$ cat config.mk
export PLATFORM = sky130hd
export DESIGN_NAME = mem_port_arbiter
export DESIGN_NICKNAME = d
export VERILOG_FILES = /design/src/rtl/mem_port_arbiter.sv
export SDC_FILE = /design/constraint.sdc
export NUM_CORES = 1
export LEC_CHECK = 0
export BUFFER_PORTS_ARGS = -buffer_cell sky130_fd_sc_hd__buf_2
export CAP_MARGIN = 20
export CORE_UTILIZATION = 52
export CTS_CLUSTER_DIAMETER = 100
export DETAILED_ROUTE_END_ITERATION = 16
export HOLD_SLACK_MARGIN = 0.08
export PLACE_DENSITY_LB_ADDON = 0.08
export SYNTH_ARGS = -nofsm -noshare
export SYNTH_HDL_FRONTEND = slang
export SYNTH_SLANG_ARGS = --single-unit
$ cat constraint.sdc
create_clock -name clk -period 3.8 [get_ports clk]
set_input_delay 0.19 -clock clk [delete_from_list [all_inputs] [get_ports clk]]
set_output_delay 0.19 -clock clk [all_outputs]
set_load 0.05 [all_outputs]
$ cat src/rtl/mem_port_arbiter.sv
// mem_port_arbiter
//   Shares one byte-wide memory port between two requesters: port 0 (CPU
//   controller: fetch, LB, SB) and port 1 (program loader / debug port).
//   Transactions are arbitrated round-robin in IDLE. A requester holding
//   lock keeps ownership across transactions (4-byte instruction fetch).
//   An access with no mem_ack for TIMEOUT cycles is aborted with err.
//
// Ports
//   clk, rst_n                   clock (rising edge), async active-low reset
//   req/we/lock/addr/wdata[0|1]  per-port request, direction, lock, address, data
//   gnt[0|1]                     port currently owns the memory port
//   ack[0|1], err[0|1]           one-cycle completion / timeout pulses
//   rdata                        read data of last completed transaction
//   mem_req/we/addr/wdata        registered memory-side request
//   mem_rdata, mem_ack           memory response (mem_ack is a one-cycle pulse)
module mem_port_arbiter #(
    parameter int AW      = 8,
    parameter int DW      = 8,
    parameter int TIMEOUT = 15,
    parameter int TW      = 4
) (
    input  logic          clk,
    input  logic          rst_n,
    input  logic          req0,
    input  logic          we0,
    input  logic          lock0,
    input  logic [AW-1:0] addr0,
    input  logic [DW-1:0] wdata0,
    output logic          gnt0,
    output logic          ack0,
    output logic          err0,
    input  logic          req1,
    input  logic          we1,
    input  logic          lock1,
    input  logic [AW-1:0] addr1,
    input  logic [DW-1:0] wdata1,
    output logic          gnt1,
    output logic          ack1,
    output logic          err1,
    output logic [DW-1:0] rdata,
    output logic          mem_req,
    output logic          mem_we,
    output logic [AW-1:0] mem_addr,
    output logic [DW-1:0] mem_wdata,
    input  logic [DW-1:0] mem_rdata,
    input  logic          mem_ack
);

    typedef enum logic [1:0] {IDLE, ACCESS, DONE, HOLD} state_t;

    localparam bit          TO_EN   = (TIMEOUT != 0);
    localparam logic [TW-1:0] TO_LAST = TW'((TIMEOUT == 0) ? 0 : TIMEOUT - 1);

    state_t          state, state_nxt;
    logic            owner, owner_nxt;
    logic            last_owner, last_owner_nxt;
    logic            forced, forced_nxt;
    logic [TW-1:0]   cnt, cnt_nxt;
    logic            gnt0_nxt, gnt1_nxt, ack0_nxt, ack1_nxt, err0_nxt, err1_nxt;
    logic            mem_req_nxt, mem_we_nxt;
    logic [AW-1:0]   mem_addr_nxt;
    logic [DW-1:0]   mem_wdata_nxt, rdata_nxt;

    logic            req_own, lock_own, win, load, lsel;

    assign req_own  = owner ? req1  : req0;
    assign lock_own = owner ? lock1 : lock0;
    // On a tie the port that was not served last wins; otherwise the lone requester.
    assign win      = (req0 && req1) ? ~last_owner : req1;

    always_ff @(posedge clk or negedge rst_n) begin
        if (!rst_n) begin
            state      <= IDLE;
            owner      <= 1'b0;
            last_owner <= 1'b1;
            forced     <= 1'b0;
            cnt        <= '0;
            gnt0       <= 1'b0;
            gnt1       <= 1'b0;
            ack0       <= 1'b0;
            ack1       <= 1'b0;
            err0       <= 1'b0;
            err1       <= 1'b0;
            mem_req    <= 1'b0;
            mem_we     <= 1'b0;
            mem_addr   <= '0;
            mem_wdata  <= '0;
            rdata      <= '0;
        end else begin
            state      <= state_nxt;
            owner      <= owner_nxt;
            last_owner <= last_owner_nxt;
            forced     <= forced_nxt;
            cnt        <= cnt_nxt;
            gnt0       <= gnt0_nxt;
            gnt1       <= gnt1_nxt;
            ack0       <= ack0_nxt;
            ack1       <= ack1_nxt;
            err0       <= err0_nxt;
            err1       <= err1_nxt;
            mem_req    <= mem_req_nxt;
            mem_we     <= mem_we_nxt;
            mem_addr   <= mem_addr_nxt;
            mem_wdata  <= mem_wdata_nxt;
            rdata      <= rdata_nxt;
        end
    end

    always_comb begin
        state_nxt      = state;
        owner_nxt      = owner;
        last_owner_nxt = last_owner;
        forced_nxt     = forced;
        cnt_nxt        = cnt;
        gnt0_nxt       = gnt0;
        gnt1_nxt       = gnt1;
        ack0_nxt       = 1'b0;
        ack1_nxt       = 1'b0;
        err0_nxt       = 1'b0;
        err1_nxt       = 1'b0;
        mem_req_nxt    = mem_req;
        mem_we_nxt     = mem_we;
        mem_addr_nxt   = mem_addr;
        mem_wdata_nxt  = mem_wdata;
        rdata_nxt      = rdata;
        load           = 1'b0;
        lsel           = owner;

        case (state)
            IDLE: begin
                if (req0 || req1) begin
                    owner_nxt  = win;
                    gnt0_nxt   = ~win;
                    gnt1_nxt   = win;
                    load       = 1'b1;
                    lsel       = win;
                    forced_nxt = 1'b0;
                    state_nxt  = ACCESS;
                end
            end
            ACCESS: begin
                if (mem_ack) begin
                    mem_req_nxt = 1'b0;
                    rdata_nxt   = mem_rdata;
                    ack0_nxt    = ~owner;
                    ack1_nxt    = owner;
                    state_nxt   = DONE;
                end else if (TO_EN && (cnt == TO_LAST)) begin
                    // Abort: the owner loses ownership even if it holds lock.
                    mem_req_nxt = 1'b0;
                    rdata_nxt   = '0;
                    ack0_nxt    = ~owner;
                    ack1_nxt    = owner;
                    err0_nxt    = ~owner;
                    err1_nxt    = owner;
                    forced_nxt  = 1'b1;
                    state_nxt   = DONE;
                end else begin
                    cnt_nxt = cnt + TW'(1);
                end
            end
            DONE: begin
                last_owner_nxt = owner;
                if (lock_own && !forced) begin
                    state_nxt = HOLD;
                end else begin
                    gnt0_nxt  = 1'b0;
                    gnt1_nxt  = 1'b0;
                    state_nxt = IDLE;
                end
            end
            HOLD: begin
                // The other port is not considered while the owner holds lock.
                if (req_own) begin
                    load      = 1'b1;
                    state_nxt = ACCESS;
                end else if (!lock_own) begin
                    gnt0_nxt  = 1'b0;
                    gnt1_nxt  = 1'b0;
                    state_nxt = IDLE;
                end
            end
            default: state_nxt = IDLE;
        endcase

        // Request fields are captured once per transaction, at grant.
        if (load) begin
            mem_req_nxt   = 1'b1;
            cnt_nxt       = '0;
            mem_we_nxt    = lsel ? we1    : we0;
            mem_addr_nxt  = lsel ? addr1  : addr0;
            mem_wdata_nxt = lsel ? wdata1 : wdata0;
        end
    end

endmodule

## Yosys cells after proc, flatten, opt, wreduce, memory -nomap -nowiden

Index checks and enable logic that the tools add are counted.

- Word-level logic and storage cells: 99
- Bits in registers: 41
- Output and inout bits: 32

- Bitwise operators: 3
- Equal/unequal tests: 14
- Mux-type cells: 49
- Reductions and logical operators: 16
- $add $sub $neg: 1

Operators with widths:

| cell | count |
|---|---|
| 2-to-1 mux 8 bit | 4 |
| 2-to-1 mux 1 bit | 30 |
| 2-to-1 mux 4 bit | 4 |
| != test 2 bit (second input constant) | 7 |
| 2-to-1 mux 2 bit | 6 |
| one-hot mux 2 bit (4 select lines) | 1 |
| != test 3 bit (second input constant) | 2 |
| one-hot mux 1 bit (3 select lines) | 2 |
| AND reduction 3 bit | 2 |
| nonzero test 2 bit | 3 |
| nonzero test 3 bit | 2 |
| AND reduction 5 bit | 1 |
| adder 4 x 1 -> 4 bit (second input constant) | 1 |
| == test 2 bit (second input constant) | 2 |
| == test 4 bit (second input constant) | 1 |
| one-hot mux 1 bit (2 select lines) | 2 |
| AND reduction 2 bit | 2 |
| AND reduction 4 bit | 1 |
| inverter 1 bit | 3 |
| == test 2 x 1 -> 1 bit (second input constant) | 1 |
| logical AND 1 bit | 2 |
| zero test 2 bit | 1 |
| != test 2 x 1 -> 1 bit (second input constant) | 1 |
| zero test 1 bit | 1 |
| logical OR 1 bit | 1 |

## Logic depth before layout (Yosys ltp)

- Word-level depth: 5
- Mapped depth: 7

## Worst setup path before layout

No wires, ideal clock.

- Path type: register to register
- From: register state[0]
- To: register mem_addr[0]
- Data arrival time: 1.838 ns
- Clock period less this slack: 1.963 ns
- Stages on the path, launching flop included: 8
- Path slack: 1.837 ns
- Data required time: 3.675 ns
- Setup time: 0.125 ns
- Path through: dfrtp_1 inv_1 ha_1 nand2_1 a22oi_4 buf_6 mux2_4 mux2_4

- Longest elaborated chain between the ends: 3
- Elaborated cells between the ends (all ways): 5
- Classes of those cells: eq/ne (1); mux (3); reduce/logical (1)

RTL lines:

| what | RTL line | source |
|---|---|---|
| start, declared | 54 | `state_t state, state_nxt;` |
| start signal, assigned | 90 | `state <= state_nxt;` |
| zero test 2 bit | 129 | `case (state)` |
| 2-to-1 mux 1 bit | 129 |  |
| 2-to-1 mux 8 bit | 191 | `mem_addr_nxt = lsel ? addr1 : addr0;` |
| end signal, assigned | 103 | `mem_addr <= mem_addr_nxt;` |
| end, declared | 43 | `output logic [AW-1:0] mem_addr,` |

Parallel ways exist; a longest one is shown, timed or not.
A chain may end at the register's enable or synchronous reset.

## Worst setup path after layout

- From: register state[0]
- To: register mem_wdata[4]

- Longest elaborated chain between the ends: 3
- Elaborated cells between the ends (all ways): 5
- Classes of those cells: eq/ne (1); mux (3); reduce/logical (1)

RTL lines:

| what | RTL line | source |
|---|---|---|
| zero test 2 bit | 129 |  |
| 2-to-1 mux 1 bit | 129 |  |
| 2-to-1 mux 8 bit | 192 | `mem_wdata_nxt = lsel ? wdata1 : wdata0;` |
| end signal, assigned | 104 | `mem_wdata <= mem_wdata_nxt;` |
| end, declared | 44 | `output logic [DW-1:0] mem_wdata,` |

Parallel ways exist; a longest one is shown, timed or not.

==> impl_metrics.tcl <==
set metrics [dict create \
    synth_warnings 0 \
    clock_path_buffers 2 \
    hold_viol 0 \
    ir_drop_mv 0.508 \
    slowest_stage "a22oi_4" \
    cts_tree "done" \
    grt_max_degree 42 \
    rows 22 \
    io_buffers 80 \
    crit_path_end "mem_wdata[4]" \
    dp.cells 277 \
    async_reset_ff_share_pct 100 \
    cts.sinks 41 \
    finalSetupViolCount 0 \
    die_y_um 65.2 \
    worstSetupPathType "flop to flop" \
    final_cells 286 \
    synth.distinct_cells 37 \
    dp_hpwl_um 2840 \
    synth_edf_count 0 \
    maxCapViolCount 0 \
    fp.dieArea_um2 4250 \
    wire_per_inst_um 13.6 \
    coreArea_um2 3740 \
    dieWidth_um 65.2 \
    syn-num-nets 212 \
    power_density_nw_per_um2 1020 \
    slew_headroom_pct 40.6 \
    cp-start-kind "flop" \
    drtIter0Drc 82 \
    p_switching_mw 1.22 \
    cp_data_required_time_ns 3.98 \
    rr_endpoint "mem_wdata[4]" \
    drv_slew 0 \
    cpMostUsedCell "mux2_2" \
    p_clk_share_pct 13.4 \
    mostFrequentLayoutCell "buf_2" \
    clock_skew_ns 0.00347 \
    ff_latch_area_um2 1030 \
    synthFlopType "dfrtp_1" \
    drt_wl_total_um 3880 \
    startpoint "state[0]" \
    finalCritPeriodShare_pct 60.9 \
    pin_count 81 \
    rrSetupSlack_ns 1.49 \
    slowest_delay_ns 0.56 \
    layout_common_cells "80 x buf_2, 40 x dfrtp_1, 19 x mux2_4, 19 x mux2_2" \
    rsz0062_at_grt "false" \
    antenna_left 0 \
    setup_tns_ns 0 \
    ctsResizeCount 0 \
    grt_pass1_vias 1473 \
    netlist_instances 155 \
    dr.pass1.iters 4 \
    fmax_mhz 432 \
    hp-class "primary input to flop" \
    worstMarginPinSlew_ns 0.892 \
    drc 0 \
    place_congestion 0.803 \
    via_count 1475 \
    antenna_found_initial 0 \
    nets 294 \
    reg2reg_from "state[0]" \
    initial_core_util_pct 55.5 \
    area_growth_pct 26.4 \
    ys_ff_latch 41 \
    grt_first_pass_wirelength_um 6420 \
    antennaDiodeCount 0 \
    internal_power_mw 1.45 \
    postSynthAreaPerCell_um2 13.4 \
    period_needed_ns 2.31 \
    worstRegToRegCells 6 \
    fillers 283 \
    numCtsBuffers 5 \
    yosysSeqAreaShare_pct 49.4 \
    synth_area_um2 2080 \
    clk-insertion-delay-late_ns 0.29 \
    endpoint_kind "flop" \
    crit_arrival_ns 2.49 \
    grt_usage_pct 19.9 \
    status "finished, final reports clean" \
    p_sw_share_pct 45.7 \
    clk_pin_slew_worst_paths_ns 0.07 \
    layout-drive-gt1-share_pct 55.9 \
    worstPathCellList "inv_1 > ha_1 > nand2_1 > a22oi_4 > mux2_2 > mux2_2" \
    critPathMaxFanout 18 \
    root_buffer "clkbuf_8" \
    pwr-share-comb_pct 58.3 \
    leakagePower_nw 1.36 \
    cts_htree_levels 2 \
    multiInputGateArea_um2 982 \
    via_per_inst 5.16 \
    grt_overflow 0 \
    seqPwrFrac_pct 28.3 \
]
## worst min-delay path by stage
| stage | end | startpoint | slack (ns) | cells after the start |
|---|---|---|---|---|
| after global placement | gnt0 | rst_n | 0.35 | 1 |
| after floorplan | ack0 | rst_n | -0.11 | 0 |
| final | rdata[0] | mem_rdata[0] | 0.12 | 2 |
| after global routing | rdata[6] | mem_rdata[6] | 0.12 | 2 |
| after CTS | rdata[3] | mem_rdata[3] | 0.11 | 2 |
| after detailed placement | gnt0 | rst_n | 0.37 | 1 |
## cell type report
type                    instances  share of cell area, %
multi-input cells             101                   37.4
clock inverters                 1                   1.14
repair buffers                 82                   15.9
flip-flops and latches         41                   39.1
well taps                      48                   2.29
clock buffers                   7                   3.29
inverters                       6                  0.858
## what timing repair did
action,4_1_cts,5_1_grt
setup endpoints to repair,0,0
hold endpoints to repair,40,0
hold buffers,1,0
buffers inserted,0,0
## layer usage
metal / GRT usage (%) / routed length, um
met5: 0 / 0
met4: 7.07 / 30
met3: 5.56 / 171
met2: 33.6 / 1930
met1: 24.3 / 1740
## sequential cells by signal (all words and copies together) (netlist names), 2 cells and up
register / count
cnt: 4
mem_addr: 8
mem_wdata: 8
rdata: 8
state: 2
## synthesized netlist by cell type (2+ instances only)
master	instances	area, um2
mux2_2	19	214
nand2_1	5	18.8
mux2_4	19	285
ha_1	8	100
and3_1	3	18.8
a31oi_1	2	12.5
o21ai_0	2	10.0
a22o_1	8	70.1
dfrtp_1	40	1000
nand3_1	4	20.0
nor2_1	8	30.0
buf_6	2	22.5
a21oi_1	3	15.0
inv_1	6	22.5
xor2_1	2	17.5
clkbuf_1	3	11.3
## cells by family after synthesis
group | Yosys count | synth area share, %
simple gates | 29 | 7.47
xor+xnor | 3 | 1.26
flops | 41 | 49.4
mux | 40 | 25.0
compound gates | 21 | 8.67
fa+ha+maj | 8 | 4.82
buf+inv | 13 | 3.31
## stage by stage
stage	cell area [um2]	setup WS (ns)	util [%]	hold slack, ns	total power, mW
2_1_floorplan	2080	1.84	-	-0.106	2.03
3_3_place_gp	2500	1.61	66.8	0.346	2.27
3_5_place_dp	2500	1.46	66.8	0.366	2.33
4_1_cts	2630	1.44	70.2	0.110	2.69
5_1_grt	2630	1.37	70.2	0.116	2.82
6_report	2630	1.49	70.2	0.118	2.67
## power groups by stage
stage          logic [mW]  registers [mW]  clock network (mW)
2_1_floorplan       0.764            1.27                   0
3_3_place_gp         1.52           0.746                   0
3_5_place_dp         1.57           0.759                   0
4_1_cts              1.57           0.754               0.366
5_1_grt              1.65           0.776               0.389
6_report             1.56           0.754               0.358
## worst max-delay path: cells and delay by family, from the launching register on
kind | cells | cell delay [ns]
and+or+nand+nor | 1 | 0.11
DFF | 1 | 0.44
adders and majority gates | 1 | 0.25
muxes | 2 | 0.67
buffers and inverters | 1 | 0.16
AOI/OAI and AO/OA | 1 | 0.56
Note: power is estimated with default switching activity, not from simulation.
